==> src/rtl/rational_crossing_sink_channel.sv <==
// Receive end of a single-channel rational clock crossing.
// Accepts the two-slot payload bundle published by the source (bits0 for
// even item indices, bits1 for odd ones, plus a mod-4 publish counter) and
// presents the items as a valid/ready stream in the local clock domain. The
// consume counter goes back to the source for flow control. A protocol error
// (three items apparently pending) is flagged and held until reset.
module rational_crossing_sink_channel #(
    parameter int W       = 32,
    parameter bit REG_OUT = 1'b1
) (
    input  logic         clock,
    input  logic         reset_n,
    input  logic [W-1:0] enq_bits0,
    input  logic [W-1:0] enq_bits1,
    input  logic [1:0]   enq_source,
    output logic [1:0]   enq_sink,
    output logic         deq_valid,
    input  logic         deq_ready,
    output logic [W-1:0] deq_bits,
    output logic [1:0]   occupancy,
    output logic         proto_err
);

    logic [1:0]   snk_count_q;
    logic [1:0]   snk_count_d;
    logic         err_q;
    logic         err_d;
    logic         avail;
    logic         consume;
    logic [W-1:0] slot_bits;

    // Items pending in the crossing slots; mod-4 arithmetic handles the wrap.
    assign occupancy = enq_source - snk_count_q;
    assign avail     = (occupancy != 2'd0);
    assign slot_bits = snk_count_q[0] ? enq_bits1 : enq_bits0;

    // The source only ever has two slots, so a distance of 3 is illegal.
    assign err_d       = err_q | (occupancy == 2'd3);
    assign snk_count_d = consume ? snk_count_q + 2'd1 : snk_count_q;

    // The returned counter is the register itself, never a path from inputs.
    assign enq_sink  = snk_count_q;
    assign proto_err = err_q;

    // Consume counter and sticky error flag.
    // NOTE: sequential state uses non-blocking assignments so every register
    // samples the pre-edge values of the others.
    always_ff @(posedge clock or negedge reset_n) begin
        if (!reset_n) begin
            snk_count_q <= 2'd0;
            err_q       <= 1'b0;
        end else begin
            snk_count_q <= snk_count_d;
            err_q       <= err_d;
        end
    end

    generate
        if (REG_OUT) begin : g_reg_out
            logic         out_valid_q;
            logic         out_valid_d;
            logic [W-1:0] out_bits_q;
            logic [W-1:0] out_bits_d;
            logic         load;

            // Refill whenever the pipe register is empty or being drained this
            // cycle, giving one item per cycle with back-to-back handshakes.
            assign load = avail && (!out_valid_q || deq_ready);

            // Next-state of the one-entry output register.
            // NOTE: defaults first so every path assigns every signal; a missing
            // branch would otherwise infer a latch.
            always_comb begin
                out_valid_d = out_valid_q;
                out_bits_d  = out_bits_q;
                if (load) begin
                    out_valid_d = 1'b1;
                    out_bits_d  = slot_bits;
                end else if (deq_ready && out_valid_q) begin
                    out_valid_d = 1'b0;
                end
            end

            // Output register; the data register is reset too so deq_bits is
            // a known zero after reset rather than stale crossing contents.
            always_ff @(posedge clock or negedge reset_n) begin
                if (!reset_n) begin
                    out_valid_q <= 1'b0;
                    out_bits_q  <= '0;
                end else begin
                    out_valid_q <= out_valid_d;
                    out_bits_q  <= out_bits_d;
                end
            end

            assign consume   = load;
            assign deq_valid = out_valid_q;
            assign deq_bits  = out_bits_q;
        end else begin : g_comb_out
            assign consume   = avail && deq_ready;
            assign deq_valid = avail;
            assign deq_bits  = slot_bits;
        end
    endgenerate

endmodule
==> config.mk <==
export PLATFORM = sky130hd
export DESIGN_NAME = rational_crossing_sink_channel
export DESIGN_NICKNAME = d
export VERILOG_FILES = /design/src/rtl/rational_crossing_sink_channel.sv
export SDC_FILE = /design/constraint.sdc
export NUM_CORES = 1
export LEC_CHECK = 0
export ABC_AREA = 1
export ABC_CLOCK_PERIOD_IN_PS = 1650
export BUFFER_PORTS_ARGS = -buffer_cell sky130_fd_sc_hd__buf_2
export CAP_MARGIN = 15
export CORE_UTILIZATION = 32
export CTS_CLUSTER_DIAMETER = 150
export CTS_CLUSTER_SIZE = 10
export DETAILED_ROUTE_END_ITERATION = 8
export GPL_TIMING_DRIVEN = 0
export PLACE_DENSITY_LB_ADDON = 0.25
export REMOVE_ABC_BUFFERS = 1
export SETUP_SLACK_MARGIN = 0.5
export SKIP_LAST_GASP = 1
export SYNTH_ARGS = -nofsm -noshare
export SYNTH_HDL_FRONTEND = slang
export SYNTH_SLANG_ARGS = --single-unit
==> constraint.sdc <==
create_clock -name clock -period 1.65 [get_ports clock]
set_input_delay 0.165 -clock clock [delete_from_list [all_inputs] [get_ports clock]]
set_output_delay 0.165 -clock clock [all_outputs]
set_load 0.1 [all_outputs]
==> run summary, run 1 <==
DRC -> 0
Synth Instances -> 272
H-tree Lvls -> 2
Final wirelength -> 6.27 mm
Cts bufs inserted -> 5
Multi-input logic area -> 1150 sq um
Skew-Pair Late Insertion Delay -> 0.28 ns
WS Path Type -> reg -> out
Worst setup EP type -> output port
Largest net degree at the start of global routing -> 37
DR vias -> 2118
Tot GR Track Use -> 0.213
CP startpoint kind -> flop
Core Box Area -> 5640 sq um
Core Rows -> 27
First-pass GRT wire length -> 10.0 mm
Top cell by count, worst path -> inv_4
Root Driver -> clkbuf_8
Detail-routed net length per standard cell -> 13.5 um
Crit-path cells -> ha_4 > inv_4 > nand3_4 > and2_4 > inv_4 > buf_12
FF+latch area -> 906 sq um
TritonCTS clock tree -> yes
Status -> complete, but fails checks
Final number of setup-violating endpoints -> 0
DRT Pass-1 Iters -> 4
Min Tclk post-route -> 1.64 ns
Initial antenna violation count -> 0
Max cap viols -> 0
Slew @ Worst Pin -> 0.827 ns
Commonest non-fill, non-tap cell in the layout -> nand2_1
Starting density of the core -> 0.339
Die width -> 79.3 um
CP Data Required Time -> 1.48 ns
Placer congestion estimate -> 0.659
GR Overflow Total -> 0
PortBufs -> 106
Vias in the first global route -> 2022
Worst Skew -> 0.00279 ns
Post-route ant nets -> 0
Synth Register Bits -> 36
Worst min-delay path class -> in -> async
Max incr delay on CP -> 0.51 ns
Max Clock Freq -> 608 MHz
Top cells by area, synth -> dfrtp_1, nand2_1, nand3_1, buf_2, buf_6
Buffers and inverters on the worst path -> 3
Clock net sink count -> 36
Smallest hold slack -> -0.0193 ns
Ant. Diodes -> 0
Final-stage net count -> 462
Die area -> 6280 sq um
Post-DP HPWL -> 3.06 mm
Clock slew at reported path FFs -> 0.07 ns
Hold Vio Cnt, Final -> 36
Largest area contributor in the netlist -> dfrtp_1
Die height -> 79.3 um
Delay-heaviest family, CP -> flip-flops
PnR worst setup slack -> 0.00534 ns
Period utilization -> 0.997
Post-synth top area share -> 0.472
DP Worst Slack -> -1.50 ns
Unique masters post-synth -> 17
Iter 0 DRT Violations -> 70
Fraction of layout cells with a size suffix above 1 -> 0.466
Failing checks -> hold timing
Synthesized area per cell -> 7.02 sq um
RSZ-0062 raised after global routing -> yes
Synth Warn # -> 0
Clock Tree Buf Depth -> 2
Commonest non-fill, non-tap cells in the layout -> nand2_1, buf_2, dfrtp_1
Sequential area share after synthesis -> 0.472
Layout area overhead -> 69.3%
Max_slew headroom -> 0.449
I/O Pins -> 107
Fin. max-slew vios -> 0
Vias per inst -> 4.55
Mapped Area -> 1910 sq um
Fill cell total of the finished layout -> 524
Critical path's slowest cell -> dfrtp_4
Arrival time worst endpoint -> 1.48 ns
CP max FO -> 3
## cell families after synthesis
kind of cell,synth area share
AO/OA/AOI/OAI,0.00655
adder cells (fa/ha/maj),0.00655
buffers and inverters,0.0668
flip-flops,0.472
AND/OR/NAND/NOR,0.449
## per-layer routing
layer  vias up  track usage  share of wire  wire [um]
li1       1090            -              -          -
met1       958        0.264           0.45       2840
met2        65        0.378           0.50       3120
met3         5       0.0264          0.039        244
met4         0       0.0764          0.011         70
met5         -            0              0          0
## flip-flops by register name, summed over array words and instances (netlist names)
signal,flops
deq_bits,32
deq_valid,1
enq_sink,2
proto_err,1
## cell usage after synthesis, drive strengths merged
cell type / number
a21oi: 1
o21bai: 1
dfrtp: 36
inv: 7
and2: 1
buf: 13
clkinv: 1
nand3: 36
ha: 1
clkbuf: 3
nand2: 172
## area by class of cell
cell class,count,area share
tap,72,0.0279
clock buffer,8,0.0279
multi-input combinational,218,0.355
sequential,36,0.280
timing repair buffer,123,0.296
inverter,8,0.0132
## what timing repair did
action,in CTS,in global routing
buffers inserted,12,3
setup endpoints to repair,74,51
hold endpoints to repair,10,0
resized for setup,93,39
gates cloned,7,0
pin swaps,13,2
## per-stage QoR
| step | setup TNS, ns | instance area (sq um) | util | hold WS [ns] | std cells |
|---|---|---|---|---|---|
| 4_1_cts | -0.000796 | 3070 | 0.545 | -0.00174 | 462 |
| 5_1_grt | -0.0809 | 3230 | 0.573 | 0.0346 | 465 |
| 3_5_place_dp | -47.03 | 2460 | 0.436 | 0.306 | 435 |
| 3_3_place_gp | -43.24 | 2430 | 0.431 | 0.308 | 434 |
| 2_1_floorplan | -48.79 | 1810 | - | -0.131 | 256 |
| 6_report | 0 | 3230 | 0.573 | -0.0193 | 465 |
## worst paths after layout
kind | from | end | slack [ns] | depth (start not counted)
worst max-delay path | enq_sink[0] | occupancy[1] | 0.005 | 6
worst min-delay path | reset_n | proto_err | -0.02 | 1
worst max register to register | enq_sink[0] | deq_bits[19] | 0.05 | 9
worst min register to register | deq_bits[3] | deq_bits[3] | 0.48 | 2
max in group asynchronous | reset_n | enq_sink[0] | 1.06 | 1
min in group clock | enq_bits0[18] | deq_bits[18] | 0.20 | 5
Power of run 1 is not shown: default switching activity piles up to over one toggle a cycle in this logic, so the estimate is an artifact.
==> run 2, diff against run 1 <==
--- a/config.mk
+++ b/config.mk
@@ -14,7 +14,6 @@
 export CTS_CLUSTER_SIZE = 10
 export DETAILED_ROUTE_END_ITERATION = 8
 export GPL_TIMING_DRIVEN = 0
-export PLACE_DENSITY_LB_ADDON = 0.25
 export REMOVE_ABC_BUFFERS = 1
 export SETUP_SLACK_MARGIN = 0.5
 export SKIP_LAST_GASP = 1
==> run summary, run 2 (synthesis gave the netlist of run 1 again) <==
Status -> complete, but fails checks
Failing checks -> hold timing, setup timing
First-pass GRT wire length -> 9.93 mm (-0.96%)
PnR worst setup slack -> -0.00349 ns (-0.00882 ns)
WP depth -> 6 (unchanged)
Smallest hold slack -> -0.0421 ns (-0.0227 ns)
Commonest non-fill, non-tap cells in the layout -> nand2_1, buf_2, nand3_1, dfrtp_1, buf_4
Fin. max-slew vios -> 0 (unchanged)
CP Launch Point -> enq_sink[0]
DR vias -> 2141 (+1.1%)
CP endpoint -> occupancy[1]
Cts bufs inserted -> 5 (unchanged)
Max incr delay on CP -> 0.51 ns (about the same)
Top cell by count, worst path -> inv_2
Clock slew at reported path FFs -> 0.07 ns (about the same)
Max_slew headroom -> 0.462 (+0.0131)
Placer congestion estimate -> 0.696 (+5.7%)
Tot GR Track Use -> 0.213 (-0.000475)
CP Data Required Time -> 1.48 ns (about the same)
Buffers and inverters on the worst path -> 3 (unchanged)
Worst setup EP type -> output port
Endpoint of the worst register-to-register path -> deq_bits[19]
Largest net degree at the start of global routing -> 37 (unchanged)
Final number of setup-violating endpoints -> 1 (+1)
Clock net sink count -> 36 (unchanged)
Fill cell total of the finished layout -> 524 (unchanged)
Max cap viols -> 0 (unchanged)
Fraction of layout cells with a size suffix above 1 -> 0.429 (-0.0371)
Die height -> 79.3 um (unchanged)
PortBufs -> 106 (unchanged)
I/O Pins -> 107 (unchanged)
Detail-routed net length per standard cell -> 12.8 um (-4.9%)
Critical path's slowest cell -> dfrtp_4
Die area -> 6280 sq um (unchanged)
DRT Pass-1 Iters -> 4 (unchanged)
Crit-path cells -> ha_4 > inv_2 > nand3_4 > and2_4 > inv_2 > buf_12
Clock Tree Buf Depth -> 2 (unchanged)
Number of flip-flops in the largest register -> 32 (unchanged)
Iter 0 DRT Violations -> 60 (-14%)
Final core occ -> 0.587 (+0.0142)
Starting density of the core -> 0.339 (unchanged)
Final-stage net count -> 468 (+1.3%)
Arrival time worst endpoint -> 1.49 ns (about the same)
Skew-Pair Late Insertion Delay -> 0.29 ns (about the same)
Hold Vio Cnt, Final -> 36 (unchanged)
Max Clock Freq -> 605 MHz (-0.53%)
Core Rows -> 27 (unchanged)
Layout area overhead -> 73.5%
RR Startpoint -> enq_sink[0]
Die width -> 79.3 um (unchanged)
GR Overflow Total -> 0 (unchanged)
CP max FO -> 2 (-1)
Initial antenna violation count -> 0 (unchanged)
Core Box Area -> 5640 sq um (unchanged)
Min Tclk post-route -> 1.65 ns (+0.00882 ns)
Worst min-delay path class -> in -> async
Worst Skew -> 0.00434 ns (+0.00155 ns)
Period utilization -> 1.00 (+0.00535)
TritonCTS clock tree -> yes
Post-route ant nets -> 0 (unchanged)
Vias in the first global route -> 2034 (+0.59%)
Worst reg-to-reg path cell count -> 9 (unchanged)
Final wirelength -> 6.04 mm (-3.7%)
Vias per inst -> 4.55 (-0.20%)
Commonest non-fill, non-tap cell in the layout -> nand2_1
Slew @ Worst Pin -> 0.807 ns (-0.0196 ns)
Setup slack, reg-to-reg -> 0.05 ns (about the same)
Post-DP HPWL -> 3.10 mm (+1.3%)
Ant. Diodes -> 0 (unchanged)
DRC -> 0 (unchanged)
H-tree Lvls -> 2 (unchanged)
DP Worst Slack -> -1.59 ns (-0.0866 ns)
RSZ-0062 raised after global routing -> yes
CP startpoint kind -> flop
Delay-heaviest family, CP -> flip-flops
WS Path Type -> reg -> out
Root Driver -> clkbuf_8
==> run 2: layer usage <==
layer | track usage | wire length, um
met1 | 0.273 | 2680
met3 | 0.0437 | 356
met4 | 0.0600 | 66
met2 | 0.360 | 2940
met5 | 0 | 0
==> run 2: worst min-delay path by stage <==
stage                 start     endpoint  cells after the start
floorplan           reset_n  deq_bits[0]                      0
global placement    reset_n    proto_err                      1
detailed placement  reset_n    proto_err                      1
CTS                 reset_n    proto_err                      1
global route        reset_n    proto_err                      1
finish              reset_n    proto_err                      1
==> run 2: what timing repair did <==
item                                    in CTS  in global routing
gates resized for setup                     87                 29
gates cloned                                 8                  0
pin swaps                                   21                  7
endpoints found under the setup margin      74                 58
endpoints found under the hold margin       36                  0
buffers inserted                            18                  2
==> run 2: worst reg2reg max path, stage by stage, from the launching register on <==
cell and delay [ns]:
dfrtp_4 0.51, ha_4 0.19, inv_2 0.06, nand3_4 0.06
buf_4 0.15, nand3_4 0.07, buf_12 0.20, nand2_8 0.13
nand2_2 0.08, nand2_1 0.05
==> run 2: per-stage QoR <==
step | cell area [sq um] | TNS (ns) | cells
finish | 3310 | -0.00349 | 471
global route | 3310 | -0.160 | 471
detailed placement | 2460 | -48.81 | 435
global placement | 2430 | -44.86 | 434
floorplan | 1810 | -48.79 | 256
CTS | 3190 | 0 | 469
==> run 2: final cells by class <==
class,instances,area [sq um],share of cell area
sequential,36,906,0.273
tap,72,90.1,0.0272
multi-input combinational,218,1090,0.329
inverter,8,37.5,0.0113
timing repair buffer,129,1100,0.332
clock buffer,8,90.1,0.0272
Power of run 2 is left out for the same reason.
==> run 3, diff against run 2 <==
--- a/config.mk
+++ b/config.mk
@@ -9,11 +9,12 @@
 export ABC_CLOCK_PERIOD_IN_PS = 1650
 export BUFFER_PORTS_ARGS = -buffer_cell sky130_fd_sc_hd__buf_2
 export CAP_MARGIN = 15
-export CORE_UTILIZATION = 32
+export CORE_UTILIZATION = 44
 export CTS_CLUSTER_DIAMETER = 150
 export CTS_CLUSTER_SIZE = 10
 export DETAILED_ROUTE_END_ITERATION = 8
 export GPL_TIMING_DRIVEN = 0
+export PLACE_DENSITY = 0.8
 export REMOVE_ABC_BUFFERS = 1
 export SETUP_SLACK_MARGIN = 0.5
 export SKIP_LAST_GASP = 1
==> run summary, run 3 (synthesis gave the netlist of run 1 again) <==
Final number of setup-violating endpoints -> 1 (unchanged)
WS Path Type -> reg -> out
Vias in the first global route -> 1909 (-6.1%)
RSZ-0062 raised after global routing -> yes
Die area -> 4610 sq um (-27%)
CP startpoint kind -> flop
CP Data Required Time -> 1.48 ns (about the same)
Skew-Pair Late Insertion Delay -> 0.27 ns (-0.02 ns)
Smallest hold slack -> -0.0309 ns (+0.0112 ns)
Initial antenna violation count -> 0 (unchanged)
Fill cell total of the finished layout -> 308 (-41%)
Ant. Diodes -> 0 (unchanged)
Worst setup EP type -> output port
GR Overflow Total -> 0 (unchanged)
Max cap viols -> 0 (unchanged)
Largest net degree at the start of global routing -> 41 (+11%)
Placer congestion estimate -> 0.728 (+4.6%)
Cts bufs inserted -> 5 (unchanged)
Setup slack, reg-to-reg -> 0.04 ns (about the same)
DRT Pass-1 Iters -> 4 (unchanged)
Core Box Area -> 4090 sq um (-28%)
Worst Skew -> 0.00502 ns (+0.000681 ns)
Vias per inst -> 5.00 (+10%)
Clock Tree Buf Depth -> 2 (unchanged)
Period utilization -> 1.01 (+0.00890)
Status -> complete, but fails checks
FF+latch area -> 906 sq um (unchanged)
Layout area overhead -> 60.8%
Post-DP HPWL -> 2.93 mm (-5.4%)
PortBufs -> 106 (unchanged)
I/O Pins -> 107 (unchanged)
Max_slew headroom -> 0.464 (+0.00264)
Commonest non-fill, non-tap cells in the layout -> nand2_1, buf_2, nand3_1, dfrtp_1, buf_4
Final core occ -> 0.752 (+0.164)
Failing checks -> hold timing, setup timing
CP max FO -> 4 (+2)
Dpl cells -> 412 (-5.3%)
Core Rows -> 23 (-15%)
Delay-heaviest family, CP -> simple AND/OR/NAND/NOR gates
Max incr delay on CP -> 0.42 ns (-0.09 ns)
DR vias -> 2182 (+1.9%)
DRC -> 0 (unchanged)
Post-route insts no fill -> 436 (-7.4%)
H-tree Lvls -> 2 (unchanged)
Slew @ Worst Pin -> 0.803 ns (-0.00396 ns)
PnR worst setup slack -> -0.0182 ns (-0.0147 ns)
Post-route ant nets -> 0 (unchanged)
Multi-input logic area -> 1150 sq um (+5.3%)
Starting density of the core -> 0.468 (+0.129)
Buffers and inverters on the worst path -> 2 (-1)
Hold Vio Cnt, Final -> 36 (unchanged)
Final wirelength -> 6.07 mm (+0.41%)
Root Driver -> clkbuf_8
Clock slew at reported path FFs -> 0.07 ns (about the same)
Critical path's slowest cell -> dfrtp_1
Arrival time worst endpoint -> 1.50 ns (about the same)
Fin. max-slew vios -> 0 (unchanged)
Max Clock Freq -> 599 MHz (-0.88%)
Detail-routed net length per standard cell -> 13.9 um (+8.5%)
Tot GR Track Use -> 0.274 (+0.0610)
Die width -> 67.9 um (-14%)
Final-stage net count -> 458 (-2.1%)
TritonCTS clock tree -> yes
Number of flip-flops in the largest register -> 32 (unchanged)
Clock net sink count -> 36 (unchanged)
Iter 0 DRT Violations -> 138 (+130%)
Crit-path cells -> nand2_1 > nand2_1 > nand2_4 > and2_4 > inv_2 > buf_12
Die height -> 67.9 um (-14%)
Commonest non-fill, non-tap cell in the layout -> nand2_1
First-pass GRT wire length -> 9.13 mm (-8.1%)
Min Tclk post-route -> 1.67 ns (+0.0147 ns)
Top cell by count, worst path -> nand2_1
Fraction of layout cells with a size suffix above 1 -> 0.464 (+0.0352)
DP Worst Slack -> -1.41 ns (+0.178 ns)
Worst min-delay path class -> in -> async
## run 3: path summary, 6_finish.rpt
check | depth (start not counted) | start | end
worst max-delay path | 6 | enq_sink[1] | occupancy[1]
worst min register to register | 2 | deq_bits[2] | deq_bits[2]
worst min-delay path | 1 | reset_n | proto_err
min in group clock | 5 | enq_bits0[22] | deq_bits[22]
worst max register to register | 9 | enq_sink[0] | deq_bits[24]
max in group asynchronous | 1 | reset_n | enq_sink[0]
## run 3: what timing repair did
item	CTS	global route
pin swaps	8	4
hold endpoints to repair	13	0
buffers inserted	8	5
resized for setup	88	36
gates cloned	6	0
endpoints found under the setup margin	74	49
## run 3: cell type report
| class | instances | share of cell area |
|---|---|---|
| Timing Repair Buffer | 119 | 0.276 |
| Sequential cell | 36 | 0.295 |
| Tap cell | 50 | 0.0204 |
| Inverter | 8 | 0.0130 |
| Clock buffer | 5 | 0.0224 |
| Multi-Input combinational cell | 218 | 0.374 |
## run 3: metrics by stage
step                setup TNS [ns]  hold slack, ns  instance area [sq um]
floorplan                   -48.79          -0.131                   1810
global placement            -41.01           0.288                   2410
detailed placement          -44.08           0.296                   2410
CTS                              0        -0.00372                   2910
global route                -0.158          0.0387                   3070
finish                     -0.0182         -0.0309                   3070
## run 3: metal layers
metal  vias to the layer above  global-route usage  wire length [um]
met1                      1001               0.338              2460
li1                       1079                   -                 -
met4                         0              0.0781                66
met2                        96               0.475              3190
met5                         -                   0                 0
met3                         6              0.0633               356
Power of run 3 is left out for the same reason.
